--- src/rtl/cpu_seq_pkg.sv ---
// cpu_seq_pkg: opcodes, FSM state encoding and instruction field positions shared by the sequencer files
package cpu_seq_pkg;
    localparam int W_WORD = 19;
    localparam int OPC_HI = 16;
    localparam int OPC_LO = 14;
    localparam int IMM_HI = 13;
    localparam int IMM_LO = 2;
    localparam int FN_HI  = 5;
    localparam int FN_LO  = 2;
    localparam logic [2:0] OP_ALU  = 3'b000;
    localparam logic [2:0] OP_LDA  = 3'b100;
    localparam logic [2:0] OP_LDB  = 3'b101;
    localparam logic [2:0] OP_LDC  = 3'b110;
    localparam logic [2:0] OP_HALT = 3'b111;
    typedef enum logic [2:0] {S_IDLE, S_FETCH, S_DECODE, S_EXEC, S_WAIT_ALU, S_HALT} state_t;
endpackage

--- src/rtl/cpu_instr_sequencer_if.sv ---
// cpu_instr_sequencer_if: host write port, ALU handshake and status bundle of the sequencer
//   slave  (sequencer): in en, we_IM, codein, alu_done; out reg_load*, load_data, alu_op,
//                       alu_start, ibuf_full, ibuf_empty, busy, halted, err
//   master (host/bench): the mirror image
//   CPU_SEQ_PERF_EN adds retired_cnt[15:0] (sequencer output)
interface cpu_instr_sequencer_if;
    import cpu_seq_pkg::*;
    logic              en;
    logic              we_IM;
    logic [W_WORD-1:0] codein;
    logic              alu_done;
    logic              reg_loadA;
    logic              reg_loadB;
    logic              reg_loadC;
    logic [15:0]       load_data;
    logic [3:0]        alu_op;
    logic              alu_start;
    logic              ibuf_full;
    logic              ibuf_empty;
    logic              busy;
    logic              halted;
    logic              err;
`ifdef CPU_SEQ_PERF_EN
    logic [15:0]       retired_cnt;
`endif
    modport slave (
        input  en, we_IM, codein, alu_done,
        output reg_loadA, reg_loadB, reg_loadC, load_data, alu_op, alu_start,
               ibuf_full, ibuf_empty, busy, halted, err
`ifdef CPU_SEQ_PERF_EN
        , output retired_cnt
`endif
    );
    modport master (
        output en, we_IM, codein, alu_done,
        input  reg_loadA, reg_loadB, reg_loadC, load_data, alu_op, alu_start,
               ibuf_full, ibuf_empty, busy, halted, err
`ifdef CPU_SEQ_PERF_EN
        , input retired_cnt
`endif
    );
endinterface

--- src/rtl/cpu_ibuf.sv ---
// cpu_ibuf: synchronous instruction FIFO with show-ahead read
//   clk, rst_n (async active-low); wr/wdata push; rd pops head; rdata = head word;
//   full, empty, count (occupancy, held separately from pointers to tell full from empty)
module cpu_ibuf import cpu_seq_pkg::*; #(
    parameter int DEPTH = 4,
    parameter int W     = W_WORD
) (
    input  logic                     clk,
    input  logic                     rst_n,
    input  logic                     wr,
    input  logic [W-1:0]             wdata,
    input  logic                     rd,
    output logic [W-1:0]             rdata,
    output logic                     full,
    output logic                     empty,
    output logic [$clog2(DEPTH):0]   count
);
    localparam int AW = $clog2(DEPTH);
    logic [W-1:0]  mem [DEPTH];
    logic [AW-1:0] wp, rp;
    logic          pop, push;
    assign pop   = rd && !empty;
    // a pop in the same cycle frees the slot, so a write to a full buffer still lands
    assign push  = wr && (!full || pop);
    assign full  = count == (AW+1)'(DEPTH);
    assign empty = count == '0;
    assign rdata = mem[rp];
    always_ff @(posedge clk) begin
        if (push) mem[wp] <= wdata;
    end
    always_ff @(posedge clk or negedge rst_n) begin
        if (!rst_n) begin
            wp    <= '0;
            rp    <= '0;
            count <= '0;
        end else begin
            if (push) wp <= wp + 1'b1;
            if (pop) rp <= rp + 1'b1;
            count <= count + (AW+1)'(push) - (AW+1)'(pop);
        end
    end
endmodule

--- src/rtl/cpu_instr_sequencer.sv ---
// cpu_instr_sequencer: buffers host instruction words and issues them as register-load / ALU-op pulses
//   clk, rst_n (async active-low); bus: cpu_instr_sequencer_if.slave
//   params IBUF_DEPTH (power of 2, >=2), ALU_TIMEOUT (1..255 cycles in WAIT_ALU before err)
//   optional macro CPU_SEQ_PERF_EN: retired-instruction counter on bus.retired_cnt
module cpu_instr_sequencer import cpu_seq_pkg::*; #(
    parameter int IBUF_DEPTH  = 4,
    parameter int ALU_TIMEOUT = 15
) (
    input logic                  clk,
    input logic                  rst_n,
    cpu_instr_sequencer_if.slave bus
);
    state_t                      state;
    logic [W_WORD-1:0]           rd_data, ir;
    logic [$clog2(IBUF_DEPTH):0] cnt;
    logic [7:0]                  tmr;
    logic [2:0]                  opc;
    logic                        pop, go, timeout, retire, unused_bits;
    cpu_ibuf #(.DEPTH(IBUF_DEPTH), .W(W_WORD)) u_ibuf (
        .clk(clk), .rst_n(rst_n), .wr(bus.we_IM), .wdata(bus.codein), .rd(pop), .rdata(rd_data),
        .full(bus.ibuf_full), .empty(bus.ibuf_empty), .count(cnt)
    );
    assign pop         = state == S_FETCH;
    assign opc         = ir[OPC_HI:OPC_LO];
    assign go          = bus.en && cnt != '0;
    assign timeout     = state == S_WAIT_ALU && !bus.alu_done && tmr == 8'(ALU_TIMEOUT - 1);
    assign retire      = (state == S_EXEC && opc != OP_ALU) || (state == S_WAIT_ALU && (bus.alu_done || timeout));
    assign bus.busy    = !(state inside {S_IDLE, S_HALT});
    assign bus.halted  = state == S_HALT;
    assign unused_bits = ^{ir[W_WORD-1:OPC_HI+1], ir[IMM_LO-1:0]};
    // pulses and alu_op are set on DECODE->EXEC so they are flop outputs valid for the whole EXEC cycle
    always_ff @(posedge clk or negedge rst_n) begin
        if (!rst_n) begin
            state         <= S_IDLE;
            ir            <= '0;
            tmr           <= '0;
            bus.reg_loadA <= 1'b0;
            bus.reg_loadB <= 1'b0;
            bus.reg_loadC <= 1'b0;
            bus.load_data <= '0;
            bus.alu_op    <= '0;
            bus.alu_start <= 1'b0;
            bus.err       <= 1'b0;
        end else begin
            if ((bus.we_IM && bus.ibuf_full && !pop) || timeout) bus.err <= 1'b1;
            case (state)
                S_IDLE: if (go) state <= S_FETCH;
                S_FETCH: begin
                    ir    <= rd_data;
                    state <= S_DECODE;
                end
                S_DECODE: begin
                    state         <= S_EXEC;
                    bus.reg_loadA <= opc == OP_LDA;
                    bus.reg_loadB <= opc == OP_LDB;
                    bus.reg_loadC <= opc == OP_LDC;
                    bus.load_data <= opc inside {OP_LDA, OP_LDB, OP_LDC} ? 16'(ir[IMM_HI:IMM_LO]) : '0;
                    bus.alu_start <= opc == OP_ALU;
                    bus.alu_op    <= opc == OP_ALU ? ir[FN_HI:FN_LO] : '0;
                end
                S_EXEC: begin
                    bus.reg_loadA <= 1'b0;
                    bus.reg_loadB <= 1'b0;
                    bus.reg_loadC <= 1'b0;
                    bus.load_data <= '0;
                    bus.alu_start <= 1'b0;
                    tmr           <= '0;
                    state         <= opc == OP_ALU ? S_WAIT_ALU : opc == OP_HALT ? S_HALT : go ? S_FETCH : S_IDLE;
                end
                S_WAIT_ALU: begin
                    tmr <= tmr + 8'd1;
                    if (retire) begin
                        bus.alu_op <= '0;
                        state      <= go ? S_FETCH : S_IDLE;
                    end
                end
                S_HALT: if (!bus.en) state <= S_IDLE;
                default: state <= S_IDLE;
            endcase
        end
    end
`ifdef CPU_SEQ_PERF_EN
    always_ff @(posedge clk or negedge rst_n) begin
        if (!rst_n) bus.retired_cnt <= '0;
        else if (retire) bus.retired_cnt <= bus.retired_cnt + 16'd1;
    end
`endif
endmodule
--- src/flat_wrapper.sv ---
// flat-port wrapper written by rule: the top's interface ports become plain ports
module cpu_instr_sequencer_flat import cpu_seq_pkg::*;
#(
    parameter int IBUF_DEPTH  = 4,
    parameter int ALU_TIMEOUT = 15
)
  (clk, rst_n, bus_en, bus_we_IM, bus_codein, bus_alu_done, bus_reg_loadA, bus_reg_loadB, bus_reg_loadC, bus_load_data, bus_alu_op, bus_alu_start, bus_ibuf_full, bus_ibuf_empty, bus_busy, bus_halted, bus_err);
  cpu_instr_sequencer_if bus_i ();
  input logic clk;
  input logic rst_n;
  input wire logic [$bits(bus_i.en)-1:0] bus_en;
  input wire logic [$bits(bus_i.we_IM)-1:0] bus_we_IM;
  input wire logic [$bits(bus_i.codein)-1:0] bus_codein;
  input wire logic [$bits(bus_i.alu_done)-1:0] bus_alu_done;
  output wire logic [$bits(bus_i.reg_loadA)-1:0] bus_reg_loadA;
  output wire logic [$bits(bus_i.reg_loadB)-1:0] bus_reg_loadB;
  output wire logic [$bits(bus_i.reg_loadC)-1:0] bus_reg_loadC;
  output wire logic [$bits(bus_i.load_data)-1:0] bus_load_data;
  output wire logic [$bits(bus_i.alu_op)-1:0] bus_alu_op;
  output wire logic [$bits(bus_i.alu_start)-1:0] bus_alu_start;
  output wire logic [$bits(bus_i.ibuf_full)-1:0] bus_ibuf_full;
  output wire logic [$bits(bus_i.ibuf_empty)-1:0] bus_ibuf_empty;
  output wire logic [$bits(bus_i.busy)-1:0] bus_busy;
  output wire logic [$bits(bus_i.halted)-1:0] bus_halted;
  output wire logic [$bits(bus_i.err)-1:0] bus_err;
  assign bus_i.en = bus_en;
  assign bus_i.we_IM = bus_we_IM;
  assign bus_i.codein = bus_codein;
  assign bus_i.alu_done = bus_alu_done;
  assign bus_reg_loadA = bus_i.reg_loadA;
  assign bus_reg_loadB = bus_i.reg_loadB;
  assign bus_reg_loadC = bus_i.reg_loadC;
  assign bus_load_data = bus_i.load_data;
  assign bus_alu_op = bus_i.alu_op;
  assign bus_alu_start = bus_i.alu_start;
  assign bus_ibuf_full = bus_i.ibuf_full;
  assign bus_ibuf_empty = bus_i.ibuf_empty;
  assign bus_busy = bus_i.busy;
  assign bus_halted = bus_i.halted;
  assign bus_err = bus_i.err;
  cpu_instr_sequencer #(.IBUF_DEPTH(IBUF_DEPTH), .ALU_TIMEOUT(ALU_TIMEOUT)) u_core (.clk(clk), .rst_n(rst_n), .bus(bus_i));
endmodule
--- config.mk ---
export PLATFORM = sky130hd
export DESIGN_NAME = cpu_instr_sequencer_flat
export DESIGN_NICKNAME = d
export VERILOG_FILES = /design/src/rtl/cpu_seq_pkg.sv /design/src/rtl/cpu_instr_sequencer_if.sv /design/src/rtl/cpu_ibuf.sv /design/src/rtl/cpu_instr_sequencer.sv /design/src/flat_wrapper.sv
export SDC_FILE = /design/constraint.sdc
export NUM_CORES = 1
export LEC_CHECK = 0
export CORE_ASPECT_RATIO = 0.8
export CORE_UTILIZATION = 40
export CTS_CLUSTER_DIAMETER = 120
export CTS_CLUSTER_SIZE = 12
export DETAILED_ROUTE_END_ITERATION = 8
export DONT_BUFFER_PORTS = 1
export PLACE_DENSITY = 0.58
export SETUP_SLACK_MARGIN = 0.2
export SYNTH_ARGS = -nofsm -noshare
export SYNTH_HDL_FRONTEND = slang
export SYNTH_SLANG_ARGS = --single-unit
--- constraint.sdc ---
create_clock -name clk -period 4.8 [get_ports clk]
set_input_delay 0.48 -clock clk [delete_from_list [all_inputs] [get_ports clk]]
set_output_delay 0.48 -clock clk [all_outputs]
set_load 0.01 [all_outputs]
==> metrics.cfg, run 1 <==
[grt]
grt_pass1_vias = 2596
grt_max_degree = 55
grtUsageTotal_pct = 16.1
grt-ovfl-total = 0
antenna_found_initial = 0
grt_pass1_wl_mm = 13.9

[worst_setup_path]
criticalPathCategory = register to register
r2r_start = u_core.state[1]$_DFFE_PN0P_
critPathLaunchType = register
r2r_setup_slack_ns = 2.10
cp_data_required_time_ns = 5.09
cp.arrival_ns = 3.00
rr_endpoint = u_core.u_ibuf.count[2]$_DFF_PN0_
critPathCaptureType = register
path_max_fanout = 15
r2r_cells = 9

[job]
cap_viol_max_count = 0

[cts]
insertion_delay_ns = 0.41
cts_buffers = 17
cts_setup_buffers = 0
clk_path_buf_depth = 2
clk_pin_slew_ns = 0.06
cts_max_level = 4
cts-root-buf = clkbuf_16
clkSinkCount = 114
tritoncts = yes

[logic_synthesis]
netlist_top_cells_area = edfxtp_1 (39%), dfrtp_1 (29%), mux4_2 (7.3%)
synth_common_cells = edfxtp_1 (60), nand2_1 (58), dfrtp_1 (54), a22o_1 (16), mux4_2 (15)
synth_cell_types = 46
yosysTopAreaCellShare_pct = 38.7
synth-compound-area-share_pct = 6.80
synth_fa_ha_area_share_pct = 2.31
synth_ff_type = edfxtp_1
synth-xor-area-share_pct = 1.13
synth_top_family_by_area = simple AND/OR/NAND/NOR gates
synthMuxAreaShare_pct = 8.58
syn_inst = 317
ys_ff_latch = 114
synth_top_area_cell = edfxtp_1
syn_area_per_cell_um2 = 14.7
yosysWarnings = 0
yosys.area_share.simple_pct = 10.3
synth.most_common_cell = edfxtp_1
syn_area_um2 = 4650
synth_edf_count = 60
ys_seq_area_share_pct = 67.7
ys_async_sr_fraction_pct = 47.4

[power_and_ir_drop]
ir_drop_uv = 340
p_total_mw = 3.63
p_per_area_nw_per_um2 = 680
p_leak_nw = 2.16

[sta]
max-slew-margin-rel_pct = 31.0
rsz0062_at_grt = no
fin_crit_sh_pct = 56.4
fmax_mhz = 370
clock_skew_ns = 0.00535
setup_viol = 0
maxSlewViolCount = 0
period_needed_ns = 2.70
worstMarginPinSlew_ns = 1.03
setup_tns_ns = 0
hold_viol_final = 0
fin_ws_ns = 2.10

[layout]
syn_to_final_growth_pct = 14.7
drive_gt1_share_pct = 16.3
diodes = 0
postLayoutCoreUtil_pct = 48.1
nFillCells = 953
fin_nets = 356

[floorplan]
rows = 34
die_w_um = 123
top_level_ports = 53
design.core.area_um2 = 11100
die_y_um = 98.5
fp.dieArea_um2 = 12100
start_util_pct = 41.9

[routing]
dr.pass1.iters = 4
dr.first_iter.drc_count = 199
wl_mm = 8.51
drc = 0
vias = 2479
vias_per_cell = 5.15
wire_per_inst_um = 17.7
drtAntennaViolNets = 0

[place]
post-dp-hpwl_mm = 5.42
post-place-ws_ns = 2.09
globalplace.congestion = 0.758
port_buffers = 0

[hold_path]
hold_start = bus_codein[12]
hold_depth = 0
hold_end = u_core.u_ibuf.mem[2][12]$_DFFE_PP_
worst_hold_path_type = input port to register

[outcome]
status = finished, final reports clean

state kept, by name (all words and copies together), names as in the netlist:
| signal | cells |
|---|---|
| u_core.bus.alu_op | 4 |
| u_core.bus.alu_start | 1 |
| u_core.bus.err | 1 |
| u_core.bus.load_data | 12 |
| u_core.bus.reg_loadA | 1 |
| u_core.bus.reg_loadB | 1 |
| u_core.bus.reg_loadC | 1 |
| u_core.ir | 15 |
| u_core.state | 3 |
| u_core.tmr | 8 |
| u_core.u_ibuf.count | 3 |
| u_core.u_ibuf.mem | 60 |
| u_core.u_ibuf.rp | 2 |
| u_core.u_ibuf.wp | 2 |
worst max-delay path by stage:
stage                                start                          endpoint  slack (ns)  cells after the start
2_1_floorplan  u_core.state[0]$_DFFE_PN0P_  u_core.u_ibuf.count[2]$_DFF_PN0_        2.60                     10
3_3_place_gp   u_core.state[1]$_DFFE_PN0P_  u_core.u_ibuf.count[2]$_DFF_PN0_        2.12                      9
3_5_place_dp   u_core.state[1]$_DFFE_PN0P_  u_core.u_ibuf.count[2]$_DFF_PN0_        2.09                      9
4_1_cts        u_core.state[1]$_DFFE_PN0P_  u_core.u_ibuf.count[2]$_DFF_PN0_        2.06                      9
5_1_grt        u_core.state[1]$_DFFE_PN0P_  u_core.u_ibuf.count[2]$_DFF_PN0_        1.92                      9
6_report       u_core.state[1]$_DFFE_PN0P_  u_core.u_ibuf.count[2]$_DFF_PN0_        2.10                      9
logic make-up after synthesis:
kind of cell,count (synthesis)
XOR/XNOR,6
flip-flops,114
adder cells (fa/ha/maj),8
other,1
multiplexers,21
AO/OA/AOI/OAI,39
buffers and inverters,29
AND/OR/NAND/NOR,99
critical path: stages (launching register included):
cell     delay, ns
dfrtp_1       0.55
or3b_1        0.69
nand3_2       0.24
and2_4        0.19
a21o_1        0.11
ha_1          0.12
inv_1         0.05
fa_1          0.37
xnor2_1       0.15
xnor2_1       0.12
per-stage QoR:
stage               area (µm²)  hold WS [ns]  std cells
finish                    5340         0.162        481
global route              5340         0.143        481
CTS                       5340         0.145        481
detailed placement        4750         0.186        447
global placement          4750         0.186        447
floorplan                 4670         0.184        320
repair_timing:
item | in CTS | in global routing
gates resized for setup | 0 | 0
hold buffers | 2 | 0
endpoints found under the hold margin | 54 | 0
layer usage:
metal  part of all wire (%)  GRT usage [%]
met5                      0              0
met3                    5.8           6.48
met1                     49           22.0
met2                     43           22.1
met4                    1.4           7.60
power breakdown:
part	internal, mW	leakage, nW	switching [mW]	total [mW]
Combinational	0.384	0.657	0.468	0.852
Clock	0.705	0.253	0.443	1.15
Sequential	1.33	1.25	0.300	1.63
cell type report:
| cell class | instances | area, µm² | share of cell area (%) |
|---|---|---|---|
| Clock inverter | 14 | 116 | 2.18 |
| Timing Repair Buffer | 3 | 45.0 | 0.844 |
| Tap cell | 144 | 180 | 3.38 |
| Clock buffer | 18 | 429 | 8.04 |
| Multi-Input combinational cell | 177 | 1370 | 25.7 |
| Sequential cell | 114 | 3150 | 59.1 |
| Inverter | 11 | 41.3 | 0.774 |
cell usage in the layout (no fill, tap or decap), types with 3 or more instances in the layout:
master and count:
dfrtp_1 54, and3_1 7, nand4_1 4, xnor2_1 6, mux4_2 15, o21ai_0 5
a22o_1 16, nand2_1 58, clkinvlp_4 5, conb_1 4, clkbuf_16 17, ha_1 7
mux2i_1 5, or3_1 3, clkinv_2 3, nor2_1 8, a221oi_1 3, a21o_1 3
edfxtp_1 60, inv_1 10
Note: power is estimated with default switching activity, not from simulation.
==> run 2, diff against run 1 <==
==> constraint.sdc (replaced) <==
create_clock -name clk -period 2.65 [get_ports clk]
set_input_delay 0.265 -clock clk [delete_from_list [all_inputs] [get_ports clk]]
set_output_delay 0.265 -clock clk [all_outputs]
set_load 0.01 [all_outputs]
==> metrics.cfg, run 2 (synthesis gave the netlist of run 1 again) <==
[sta]
fin_crit_sh_pct = 82.1
maxSlewViolCount = 0
fin_ws_ns = 0.475
max-slew-margin-rel_pct = 51.1
fin_hold_ws_ns = 0.0194
setup_tns_ns = 0
hold_viol_final = 0
rsz0062_at_grt = no
fmax_mhz = 460
clock_skew_ns = 0.0112
worstMarginPinSlew_ns = 0.733
period_needed_ns = 2.17
setup_viol = 0

[place]
globalplace.congestion = 0.747
post-place-ws_ns = 0.485
post-dp-hpwl_mm = 5.46
post_dp_cell_area_um2 = 4840
place_inst = 458
port_buffers = 0

[routing]
drtAntennaViolNets = 0
vias = 2562
dr.pass1.iters = 4
drc = 0
vias_per_cell = 5.06
wire_per_inst_um = 16.6
wl_mm = 8.42
dr.first_iter.drc_count = 251

[layout]
final_cell_mix = edfxtp_1 (60), nand2_1 (58), dfrtp_1 (54)
finalInstanceArea_um2 = 5540
layout_commonest_cell = edfxtp_1
post_layout_nonfiller_instances = 506
drive_gt1_share_pct = 16.3
largest_reg_flops = 60
largest_register = u_core.u_ibuf.mem
syn_to_final_growth_pct = 19.0
fin_nets = 382
reg_top3 = u_core.u_ibuf.mem x60, u_core.ir x15, u_core.bus.load_data x12
diodes = 0
postLayoutCoreUtil_pct = 49.9

[floorplan]
rows = 34
die_w_um = 123
fp.dieArea_um2 = 12100
die_y_um = 98.5
design.core.area_um2 = 11100
top_level_ports = 53
start_util_pct = 41.9

[cts]
insertion_delay_ns = 0.41
cts_max_level = 4
cts-root-buf = clkbuf_16
clk_pin_slew_ns = 0.05
cts_buffers = 17
clk_path_buf_depth = 2
tritoncts = yes
clkSinkCount = 114
cts_setup_buffers = 0

[grt]
grtUsageTotal_pct = 15.7
grt_pass1_wl_mm = 13.7
grt_pass1_vias = 2634
grt-ovfl-total = 0
grt_max_degree = 55
antenna_found_initial = 0

[worst_setup_path]
r2r_start = u_core.state[1]$_DFFE_PN0P_
path_max_fanout = 6
critPathCaptureType = register
cp.arrival_ns = 2.46
cp_data_required_time_ns = 2.94
criticalPathCategory = register to register
critPathLaunchType = register
startpoint = u_core.state[1]$_DFFE_PN0P_

[power_and_ir_drop]
swShare_pct = 32.3
p_seq_share_pct = 42.6
ir_drop_uv = 503
power.internal_mw = 4.48
p_leak_nw = 2.27
power.switching_mw = 2.13
comb_power_share_pct = 27.6
p_per_area_nw_per_um2 = 1190
p_total_mw = 6.61
pwr-share-clk_pct = 29.9

[outcome]
status = finished, final reports clean

[job]
cap_viol_max_count = 0

[hold_path]
worst_hold_path_type = input port to register
hold_start = bus_we_IM

run 2: power by group through the flow:
stage | registers [mW] | logic, mW | clock network, mW
6_report | 2.81 | 1.82 | 1.97
5_1_grt | 2.89 | 2.06 | 2.10
4_1_cts | 2.82 | 1.85 | 2.02
3_5_place_dp | 2.85 | 1.79 | 0
3_3_place_gp | 2.83 | 1.76 | 0
2_1_floorplan | 2.71 | 1.42 | 0
run 2: routing by layer:
layer  up-vias  wire (µm)  track usage, %
met3         6        476            5.79
met4         0        110            7.04
met2        54       3760            22.6
met1      1262       4080            21.3
li1       1240          -               -
met5         -          0               0
run 2: cell type report:
class / count / area, µm²
multi-input combinational: 177 / 1370
fill: 923 / 5570
clock inverter: 8 / 63.8
timing repair buffer: 29 / 278
sequential: 114 / 3150
inverter: 11 / 41.3
clock buffer: 23 / 448
tap: 144 / 180
run 2: timing repair:
item | 4_1_cts | 5_1_grt
endpoints found under the setup margin | 0 | 0
hold endpoints to repair | 114 | 0
hold buffers | 17 | 0
gates resized for setup | 0 | 0
run 2: worst max-delay path, cell delays in order, from the launching register on:
cell	delay [ns]
dfrtp_1	0.36
or3b_1	0.43
nand3_2	0.16
and2_4	0.18
a21o_1	0.11
ha_1	0.13
inv_1	0.04
fa_1	0.37
xnor2_1	0.14
xnor2_1	0.12
run 2: path summary, 6_finish.rpt:
kind | cells after the start | slack [ns] | endpoint
max | 9 | 0.48 | u_core.u_ibuf.count[2]$_DFF_PN0_
min | 1 | 0.02 | u_core.bus.err$_DFFE_PN0P_
max reg2reg | 9 | 0.48 | u_core.u_ibuf.count[2]$_DFF_PN0_
min reg2reg | 2 | 0.47 | u_core.ir[13]$_DFFE_PN0N_
max in group asynchronous | 2 | 2.03 | u_core.tmr[0]$_DFFE_PN0P_
min in group asynchronous | 2 | 0.38 | u_core.bus.alu_op[3]$_DFFE_PN0P_
